## src/rtl/serial_adder_pkg.sv

```systemverilog
// rtl/serial_adder_pkg.sv - shared state encoding and sizing helper for serial_adder
package serial_adder_pkg;

    typedef enum logic [1:0] {
        IDLE = 2'd0,
        RUN  = 2'd1,
        DONE = 2'd2
    } state_t;

    // Bit counter needs at least one bit even when WIDTH is 1.
    function automatic int cnt_width(input int width);
        return (width <= 1) ? 1 : $clog2(width);
    endfunction

endpackage

```

## src/rtl/fulladder.sv

```systemverilog
// rtl/fulladder.sv - one-bit full adder cell
module fulladder (
    input  logic a,
    input  logic b,
    input  logic cin,
    output logic sum,
    output logic cout
);

    assign sum  = a ^ b ^ cin;
    assign cout = (a & b) | (a & cin) | (b & cin);

endmodule

```

## src/rtl/serial_adder.sv

```systemverilog
// rtl/serial_adder.sv - bit-serial WIDTH-bit adder driving a single fulladder cell
module serial_adder
    import serial_adder_pkg::*;
#(
    parameter int WIDTH = 8
) (
    input  logic             clk,
    input  logic             rst_n,
    input  logic             in_valid,
    output logic             in_ready,
    input  logic [WIDTH-1:0] a,
    input  logic [WIDTH-1:0] b,
    input  logic             cin,
    output logic             out_valid,
    input  logic             out_ready,
    output logic [WIDTH-1:0] sum,
    output logic             cout
);

    localparam int CW = cnt_width(WIDTH);
    localparam logic [CW-1:0] LAST = CW'(WIDTH - 1);

    state_t           state;
    state_t           next_state;
    logic [WIDTH-1:0] a_reg;
    logic [WIDTH-1:0] b_reg;
    logic [WIDTH-1:0] sum_reg;
    logic [WIDTH-1:0] sum_shift;
    logic             carry;
    logic             cout_reg;
    logic [CW-1:0]    count;
    logic             fa_sum;
    logic             fa_cout;
    logic             last;

    fulladder u_fa (
        .a    (a_reg[0]),
        .b    (b_reg[0]),
        .cin  (carry),
        .sum  (fa_sum),
        .cout (fa_cout)
    );

    assign last = (count == LAST);

    // Sum bits enter at the MSB so that after WIDTH shifts bit 0 lands at sum[0].
    always_comb begin
        sum_shift            = sum_reg >> 1;
        sum_shift[WIDTH-1]   = fa_sum;
    end

    always_comb begin
        next_state = state;
        case (state)
            IDLE:    if (in_valid)  next_state = RUN;
            RUN:     if (last)      next_state = DONE;
            DONE:    if (out_ready) next_state = IDLE;
            default:                next_state = IDLE;
        endcase
    end

    always_ff @(posedge clk or negedge rst_n) begin
        if (!rst_n) begin
            state <= IDLE;
        end else begin
            state <= next_state;
        end
    end

    always_ff @(posedge clk or negedge rst_n) begin
        if (!rst_n) begin
            a_reg    <= '0;
            b_reg    <= '0;
            sum_reg  <= '0;
            carry    <= 1'b0;
            cout_reg <= 1'b0;
            count    <= '0;
        end else begin
            case (state)
                IDLE: begin
                    if (in_valid) begin
                        a_reg   <= a;
                        b_reg   <= b;
                        carry   <= cin;
                        count   <= '0;
                        sum_reg <= '0;
                    end
                end
                RUN: begin
                    a_reg   <= a_reg >> 1;
                    b_reg   <= b_reg >> 1;
                    sum_reg <= sum_shift;
                    carry   <= fa_cout;
                    count   <= count + 1'b1;
                    if (last) begin
                        cout_reg <= fa_cout;
                    end
                end
                default: ;
            endcase
        end
    end

    assign in_ready  = (state == IDLE);
    assign out_valid = (state == DONE);
    assign sum       = sum_reg;
    assign cout      = cout_reg;

endmodule

```

## config.mk

```make
export PLATFORM = sky130hd
export DESIGN_NAME = serial_adder
export DESIGN_NICKNAME = d
export VERILOG_FILES = /design/src/rtl/serial_adder_pkg.sv /design/src/rtl/fulladder.sv /design/src/rtl/serial_adder.sv
export SDC_FILE = /design/constraint.sdc
export NUM_CORES = 1
export LEC_CHECK = 0
export CAP_MARGIN = 25
export CORE_UTILIZATION = 50
export CTS_CLUSTER_DIAMETER = 30
export DETAILED_ROUTE_END_ITERATION = 10
export MAX_ROUTING_LAYER = met4
export PLACE_DENSITY = 0.78
export SYNTH_ARGS = -nofsm -noshare
export SYNTH_HDL_FRONTEND = slang
export SYNTH_SLANG_ARGS = --single-unit
export TNS_END_PERCENT = 100
```

## constraint.sdc

```tcl
create_clock -name clk -period 1.5 [get_ports clk]
set_input_delay 0.3 -clock clk [delete_from_list [all_inputs] [get_ports clk]]
set_output_delay 0.3 -clock clk [all_outputs]
set_load 0.1 [all_outputs]
```

==> results of run 1 <==
-- worst paths after layout --
| check | startpoint | slack [ps] | depth (start not counted) | end |
|---|---|---|---|---|
| worst max-delay path | state[0] | -50 | 3 | in_ready |
| worst min-delay path | rst_n | 320 | 2 | a_reg[0] |
| worst max register to register | state[1] | 70 | 5 | b_reg[1] |
| worst min register to register | a_reg[7] | 520 | 1 | a_reg[7] |
| max in group asynchronous | rst_n | 1010 | 2 | state[0] |
| min in group clk | out_ready | 520 | 2 | state[1] |
-- worst register-to-register path, delay by kind of cell (launching register included) --
family	cells	cell delay, ps
AO/OA/AOI/OAI	2	450
flip-flops	1	410
buffers and inverters	3	470
-- cell type report --
cell class	instances	area (sq um)	share of cell area, %
Clock inverter	2	35.0	1.59
Sequential cell	31	777	35.4
Multi-Input combinational cell	68	628	28.6
Timing Repair Buffer	49	592	26.9
Clock buffer	6	51.3	2.33
Tap cell	31	38.8	1.77
Inverter	19	75.1	3.42
-- cell usage in the layout (no fill, tap or decap), types with 2 or more instances in the layout --
cell type,netlist,final
a22o_1,10,10
nor3b_1,11,11
clkbuf_4,0,5
nor4b_1,11,10
buf_6,4,3
a211oi_1,11,9
nor2b_1,3,3
clkdlybuf4s50_1,0,20
ha_1,2,2
inv_1,19,18
buf_4,4,13
a211oi_2,1,3
a222oi_1,3,3
dfrtp_1,31,30
buf_12,0,13
nor4b_2,1,2
-- per-stage QoR --
step	worst slack (ps)	instance area, sq um	hold WS (ps)
after floorplan	45.0	1540	4.41
after global placement	9.64	2020	479
after detailed placement	-56.7	2020	495
after CTS	-71.0	2150	323
after global routing	-75.8	2200	328
final	-46.7	2200	317
-- cell families (layout without fill, tap and decap cells) --
logic type / Yosys count / after routing / synth area share, %
AO/OA/AOI/OAI: 30 / 30 / 17.0
adder cells (fa/ha/maj): 3 / 3 / 2.93
buffers and inverters: 30 / 76 / 10.5
flip-flops: 31 / 31 / 50.5
multiplexers: 2 / 2 / 1.39
AND/OR/NAND/NOR: 33 / 33 / 17.7
-- what timing repair did --
action,CTS,global route
setup buffers,4,3
setup endpoints to repair,2,13
gates resized for setup,3,6
hold endpoints to repair,0,0
pin swaps,1,1
-- routing by layer --
| layer | part of all wire (%) | wire, um | vias up |
|---|---|---|---|
| met3 | 4.3 | 153 | 4 |
| met5 | 0 | 0 | - |
| li1 | - | - | 558 |
| met2 | 51 | 1840 | 37 |
| met4 | 1.2 | 42 | 0 |
| met1 | 43 | 1550 | 614 |
-- power groups by stage --
stage	combinational [mW]	clock (mW)	sequential, mW
finish	2.94	0.699	1.51
global route	3.12	0.741	1.56
CTS	2.87	0.697	1.51
detailed placement	2.78	0	1.51
global placement	2.70	0	1.50
floorplan	1.21	0	2.17
==> results.md, run 1 <==
* P&R area growth vs syn at 43.1%
* Met2 usage at 39.9%
* Logic pwr share at 57.1%
* Max_cap viols at 0
* Vias in the first global route at 1212
* Drt wl/cell at 17.4 um
* Fillers at 158
* DR vias/cell at 5.89
* Post-Syn Area per Cell at 11.9 sq um
* Post-Layout Cell Count at 206
* Initial antenna violation count at 0
* Routed Antenna Nets at 0
* GRT Total Usage at 24.5%
* Gpl congestion at 0.848
* Post-Syn Instances at 129
* Busiest metal layer after global routing: met2
* WS Path Type: reg -> out
* H-tree levels at 2
* Synth Cell Area at 0.00154 sq mm
* Vias after detailed routing at 1213
* Req. time, crit path at 1200 ps
* Met3 usage at 5.90%
* Die area at 0.00330 sq mm
* Count leader, synth: dfrtp_1
* LEAKAGE at 0.969 nW
* RSZ-0062 raised after global routing: yes
* Setup TNS at -58.9 ps
* Slew Limit Fails at 0
* Largest net degree at the start of global routing at 32
* Synth top area cells: dfrtp_1, nor4b_1, a22o_1
* Crit. End Element: output pin
* Clk pwr share at 13.6%
* Area fraction of the dominant cell type after synthesis at 50.5%
* CP max-delay cell: dfrtp_2
* Clk sinks at 31
* Net Count, Synth at 153
* Final Hold Vio Count at 0
* CP max stage delay at 460 ps
* Sequential share of power at 29.4%
* Status: complete, but fails checks
* Io pins at 32
* Die height at 57.4 um
* Antenna cell count at 0
* Clk_lat worst skew at 340 ps
* Core Rows at 19
* Port Buffer Count at 31
* CP max FO at 4
* Post-synth top area cell: dfrtp_1
* Buf+Inv Stages, Crit Path at 2
* Worst setup margin at -46.7 ps
* Crit path DAT at 1250 ps
* Total Wirelength at 3580 um
* Setup-failing EPs final at 2
* Synth top cells by count: dfrtp_1, inv_1, a211oi_1, nor3b_1, nor4b_1
* Grt total ovfl at 0
* Failing checks: DRC, setup timing
* Dpl cells at 191
* Yosys reg bits at 31
* Initial Util at 54.3%
* Layout net count at 198
* Switching part of the total at 44.3%
* Worst-Margin Slew at 333 ps
* Hold WC Path Type: in -> async
* Drt first pass iters at 10
* Tmin final at 1550 ps
* CP top delay family: flip-flops
* First-pass GRT wire length at 5850 um
* Initial DRC Count at 101
* Crit start category: register
* Post-synth top flop: dfrtp_1
* Achievable Freq at 0.647 GHz
* Clk buf depth at 2
* Yosys cell types at 29
* Asr flop ratio synth at 100%
* Final Skew at 11.9 ps
* Pwr Total at 5.15 mW
* Pwr/cell area at 2340 mW/mm^2
* Syn. warnings at 0
* Post-synthesis sequential area ratio at 50.5%
* Worst vdd ir at 1.85 mV
* DR DRC count at 2
* CTS tree: built
* CTS buffer count at 5
* CTS clk-pin slew, worst paths at 110 ps
* Slew headroom at 77.5%
* Share of cells above drive strength 1 at 29.1%
* Global Route met1 Usage at 30.2%
* # hold bufs at CTS at 0
* Internal power at 2.87 mW
* CTS root buffer: clkbuf_4
* DPL Wire Length at 2300 um
* Die Width at 57.4 um
* Count of flip-flops with a built-in enable after synthesis at 0
* Critical-path cell list: buf_6 -> nor2_4 -> buf_12
* NetSw at 2.28 mW
* Area of the core at 0.00283 sq mm
* Post-route clock period utilization at 103%
* Final Util at 77.7%
Note: power is estimated with default switching activity, not from simulation.
==> run 2: changes to the inputs <==
--- a/config.mk
+++ b/config.mk
@@ -6,11 +6,13 @@
 export NUM_CORES = 1
 export LEC_CHECK = 0
 export CAP_MARGIN = 25
+export CORE_MARGIN = 2
 export CORE_UTILIZATION = 50
 export CTS_CLUSTER_DIAMETER = 30
 export DETAILED_ROUTE_END_ITERATION = 10
+export DONT_BUFFER_PORTS = 1
 export MAX_ROUTING_LAYER = met4
-export PLACE_DENSITY = 0.78
+export PLACE_DENSITY = 0.73
 export SYNTH_ARGS = -nofsm -noshare
 export SYNTH_HDL_FRONTEND = slang
 export SYNTH_SLANG_ARGS = --single-unit
==> run 2 against run 1 <==
- the flow now finishes without violations
- largest power group unchanged
- register-to-register slack better by 40 ps
- critical path depth did not move
- sequential power is 4% lower
- non-clock buffer count shrank 26
- clock skew is 1.4 ps lower
==> results.md, run 2 (same netlist as run 1, synthesis figures left out) <==
* Clk_lat worst skew at 330 ps (about the same)
* Antenna cell count at 0 (unchanged)
* Port Buffer Count at 0 (-100%)
* Hold WC Path Type: in -> reg
* WS Path Type: reg -> out
* Status: finished clean
* Initial DRC Count at 64 (-37%)
* Critical Path Source: state[0]
* Routed Antenna Nets at 0 (unchanged)
* Crit start category: register
* Die area at 0.00353 sq mm (+7.1%)
* DPL Wire Length at 2130 um (-7.4%)
* Vias in the first global route at 1126 (-7.1%)
* CTS tree: built
* Initial Util at 51.6% (-2.7 points)
* LEAKAGE at 0.814 nW (-16%)
* Final Skew at 10.5 ps (-1.42 ps)
* Worst vdd ir at 1.14 mV (-38%)
* Final Util at 60.8% (-17 points)
* Die height at 59.4 um (+3.5%)
* Clk buf depth at 2 (unchanged)
* Crit. End Element: output pin
* Commonest non-fill, non-tap cell in the layout: dfrtp_1
* Vias after detailed routing at 1088 (-10%)
* Worst-Margin Slew at 402 ps (+68.7 ps)
* Die Width at 59.4 um (+3.5%)
* Grt total ovfl at 0 (unchanged)
* First-pass GRT wire length at 5270 um (-9.9%)
* Clk sinks at 31 (unchanged)
* CTS clk-pin slew, worst paths at 100 ps (about the same)
* Req. time, crit path at 1200 ps (about the same)
* DR vias/cell at 5.98 (+1.5%)
* Drt wl/cell at 16.8 um (-3.7%)
* Tmin final at 1480 ps (-62.4 ps)
* Slew headroom at 73.1% (-4.3 points)
* Crit path DAT at 1180 ps (-70 ps)
* Most frequent cells in the layout: dfrtp_1, inv_1, buf_4
* Gpl congestion at 0.752 (-11%)
* Final Hold Vio Count at 0 (unchanged)
* Slew Limit Fails at 0 (unchanged)
* HP Start: out_ready
* Initial antenna violation count at 0 (unchanged)
* Reg2Reg Launch Point: state[0]
* Critical path destination: out_valid
* Hold slack at 62.6 ps (-254 ps)
* P&R area growth vs syn at 17.8%
* DR DRC count at 0 (-2)
* Total Wirelength at 3050 um (-15%)
* R2R depth at 4 (-1)
* FF-to-FF End: b_reg[1]
* Reg2Reg Setup Slack at 110 ps (+40 ps)
* Io pins at 32 (unchanged)
* Share of cells above drive strength 1 at 28.2% (-0.95 points)
* CTS buffer count at 5 (unchanged)
* Pwr/cell area at 2480 mW/mm^2 (+5.7%)
* Achievable Freq at 0.674 GHz (+4.2%)
* CTS root buffer: clkbuf_4
* H-tree levels at 2 (unchanged)
* Largest net degree at the start of global routing at 32 (unchanged)
* CP max FO at 4 (unchanged)
* Core Rows at 20 (+1)
* Post-route clock period utilization at 99.0% (-4.2 points)
* Setup-failing EPs final at 0 (-2)
* Pwr Total at 4.48 mW (-13%)
* GRT Total Usage at 21.3% (-3.2 points)
* Number of cells on the worst hold path at 1
* Layout net count at 172 (-13%)
* Drt first pass iters at 4 (-6)
* Area of the core at 0.00298 sq mm (+5.3%)
* Max_cap viols at 0 (unchanged)
* RSZ-0062 raised after global routing: yes
run 2: cell types whose count changed in the layout (fill, tap and decap cells not counted), moves of 2 or more:
| cell | delta |
|---|---|
| buf_12 | -7 |
| clkinv_2 | +2 |
| buf_4 | +3 |
| clkdlybuf4s50_1 | -20 |
| a211oi_2 | -2 |
| a211oi_1 | +2 |
| buf_6 | -3 |
run 2: final cells by class:
class,count,area [sq um]
Sequential cell,31,778
Clock buffer,5,37.5
Clock inverter,3,15.0
Inverter,19,75.1
Timing Repair Buffer,23,250
Tap cell,33,41.3
Multi-Input combinational cell,68,612
Fill cell,239,1170
run 2: worst min path at each step:
stage	end	slack [ps]
2_1_floorplan	a_reg[0]	4
3_3_place_gp	b_reg[1]	5
3_5_place_dp	b_reg[1]	5
4_1_cts	state[1]	50
5_1_grt	state[1]	50
6_report	state[1]	60
run 2: repair_timing:
action | in CTS | in global routing
pin swaps | 1 | 2
setup buffers | 2 | 1
endpoints found under the hold margin | 31 | 0
endpoints found under the setup margin | 2 | 3
resized for setup | 3 | 1
hold buffers | 2 | 0
run 2: report_power, final:
group | internal (mW) | leakage (nW) | switching (mW)
registers | 1.22 | 0.374 | 0.230
logic | 0.959 | 0.405 | 1.61
clock network | 0.174 | 0.0347 | 0.288
run 2: routing by layer:
metal  up-vias  global-route usage, %  wire (um)
met5         -                      -          0
met4         0                   6.82         33
met3         4                   8.08        156
met2        26                   33.3       1580
met1       549                   25.4       1280
li1        509                      -          -
run 2: worst max-delay path, cell delays in order, from the launching register on:
cell and delay (ps):
dfrtp_2 450, nand2b_4 160, clkinvlp_4 80, buf_12 160
run 2: per-stage QoR:
step / std cells / setup TNS [ps] / setup slack [ps] / cell area [sq um]
2_1_floorplan: 129 / 0 / 45.0 / 1540
3_3_place_gp: 169 / 0 / 237 / 1690
3_5_place_dp: 169 / 0 / 122 / 1690
4_1_cts: 181 / -2.65 / -2.65 / 1800
5_1_grt: 182 / -74.9 / -48.7 / 1810
6_report: 182 / 0 / 15.6 / 1810
==> run 3: changes to the inputs <==
--- a/config.mk
+++ b/config.mk
@@ -11,7 +11,6 @@
 export CTS_CLUSTER_DIAMETER = 30
 export DETAILED_ROUTE_END_ITERATION = 10
 export DONT_BUFFER_PORTS = 1
-export MAX_ROUTING_LAYER = met4
 export PLACE_DENSITY = 0.73
 export SYNTH_ARGS = -nofsm -noshare
 export SYNTH_HDL_FRONTEND = slang
==> run 3 against run 2 <==
- register-to-register slack is essentially flat
- utilization decreased by 0.25 points
- setup slack worse by 0.74 ps
- total power is 0.24% lower
- global-route usage shrank 0.76 points
- clock skew hardly changed
- maximum frequency about the same
- worst hold slack got worse by 4.4 ps
- via count barely moved
- largest power group unchanged
- highest routed layer unchanged
==> results.md, run 3 (same netlist as run 1, synthesis figures left out) <==
* GRT Total Usage at 20.6% (-0.76 points)
* Achievable Freq at 0.673 GHz (about the same)
* Pwr Total at 4.47 mW (-0.24%)
* Critical-path cell list: nand2b_4 -> clkinvlp_4 -> buf_12
* LEAKAGE at 0.807 nW (-0.78%)
* Die height at 59.4 um (unchanged)
* RSZ-0062 raised after global routing: yes
* DPL Wire Length at 2130 um (unchanged)
* CTS root buffer: clkbuf_4
* CP max-delay cell: dfrtp_2
* R2R depth at 4 (unchanged)
* Crit start category: register
* DR DRC count at 0 (unchanged)
* Number of cells on the worst hold path at 1 (unchanged)
* P&R area growth vs syn at 17.4%
* Share of cells above drive strength 1 at 27.7% (-0.49 points)
* Vias in the first global route at 1126 (unchanged)
* Setup-failing EPs final at 0 (unchanged)
* Tmin final at 1490 ps (+0.735 ps)
* Crit. End Element: output pin
* Initial antenna violation count at 0 (unchanged)
* H-tree levels at 2 (unchanged)
* Post-route clock period utilization at 99.0% (about the same)
* Req. time, crit path at 1200 ps (about the same)
* CTS buffer count at 5 (unchanged)
* Slew Limit Fails at 0 (unchanged)
* Status: finished clean
* Layout net count at 171 (-0.58%)
* Vias after detailed routing at 1087 (-0.092%)
* Setup TNS at 0 ps (unchanged)
* CP top delay family: flip-flops
* Clk buf depth at 2 (unchanged)
* Pwr/cell area at 2480 mW/mm^2 (+0.18%)
* Worst vdd ir at 1.14 mV (+0.34%)
* Post-Layout Cell Count at 181 (-0.55%)
* CTS clk-pin slew, worst paths at 100 ps (about the same)
* Gpl congestion at 0.742 (-1.2%)
* Clk sinks at 31 (unchanged)
* First-pass GRT wire length at 5260 um (-0.13%)
* Placement Cell Area at 0.00169 sq mm (unchanged)
* Initial Util at 51.6% (unchanged)
* Max_cap viols at 0 (unchanged)
* Drt wl/cell at 16.7 um (-0.30%)
* Routed Antenna Nets at 0 (unchanged)
* Largest net degree at the start of global routing at 32 (unchanged)
* Core Rows at 20 (unchanged)
* CP max stage delay at 450 ps (about the same)
* Io pins at 32 (unchanged)
* Clk_lat worst skew at 340 ps (about the same)
* CTS tree: built
* Most frequent cells in the layout: dfrtp_1, inv_1, buf_4
* Commonest non-fill, non-tap cell in the layout: dfrtp_1
* Drt first pass iters at 4 (unchanged)
* WS Path Type: reg -> out
* Buf+Inv Stages, Crit Path at 2 (unchanged)
* Grt total ovfl at 0 (unchanged)
* Crit path depth at 3 (unchanged)
* Final Skew at 10.0 ps (-0.477 ps)
* DR vias/cell at 6.01 (+0.46%)
* Slew headroom at 73.4% (+0.23 points)
* CP max FO at 4 (unchanged)
* Hold WC Path Type: in -> reg
* Crit path DAT at 1190 ps (about the same)
* Area of the core at 0.00298 sq mm (unchanged)
* Worst-Margin Slew at 398 ps (-3.39 ps)
* Total Wirelength at 3020 um (-0.85%)
* Die Width at 59.4 um (unchanged)
* Die area at 0.00353 sq mm (unchanged)
* Final Hold Vio Count at 0 (unchanged)
* Antenna cell count at 0 (unchanged)
* Final instance area at 0.00180 sq mm (-0.42%)
* Initial DRC Count at 60 (-6.3%)
* Port Buffer Count at 0 (unchanged)
* Dpl cells at 169 (unchanged)
run 3: changes by cell type in the layout (fill, tap and decap cells not counted):
cell	change
buf_4	-1
run 3: per-layer routing:
metal,global-route usage (%),vias up,share of wire [%]
met2,33.3,26,51
met4,6.82,0,1.2
met3,8.08,4,5.4
li1,-,511,-
met5,0,-,0
met1,25.0,546,42
run 3: report_power, final:
part / switching (mW) / leakage, nW / internal (mW)
Sequential: 0.230 / 0.374 / 1.22
Combinational: 1.61 / 0.399 / 0.950
Clock: 0.289 / 0.0347 / 0.174
run 3: final timing paths:
kind	slack, ps	from	endpoint
max	10	state[0]	out_valid
min	60	out_ready	state[1]
max reg2reg	120	state[0]	b_reg[1]
min reg2reg	510	a_reg[7]	a_reg[7]
max in group asynchronous	930	rst_n	state[0]
min in group asynchronous	390	rst_n	b_reg[5]
run 3: timing repair:
| action | in CTS | in global routing |
|---|---|---|
| hold buffers | 2 | 0 |
| endpoints found under the setup margin | 2 | 2 |
| resized for setup | 3 | 1 |
| pin swaps | 1 | 1 |
| endpoints found under the hold margin | 31 | 0 |
| buffers inserted | 2 | 0 |
run 3: final cells by class:
| class | count | area, sq um |
|---|---|---|
| clock inverter | 3 | 15.0 |
| tap | 33 | 41.3 |
| fill | 238 | 1180 |
| clock buffer | 5 | 37.5 |
| timing repair buffer | 22 | 243 |
| inverter | 19 | 75.1 |
| multi-input combinational | 68 | 612 |
| sequential | 31 | 778 |
run 3: per-stage QoR:
| step | hold slack (ps) | utilization (%) | worst slack [ps] |
|---|---|---|---|
| global placement | 5.38 | 56.8 | 237 |
| floorplan | 4.41 | - | 45.0 |
| detailed placement | 5.17 | 56.8 | 122 |
| global route | 52.7 | 60.5 | -44.3 |
| finish | 58.2 | 60.5 | 14.9 |
| CTS | 53.7 | 60.5 | -2.65 |
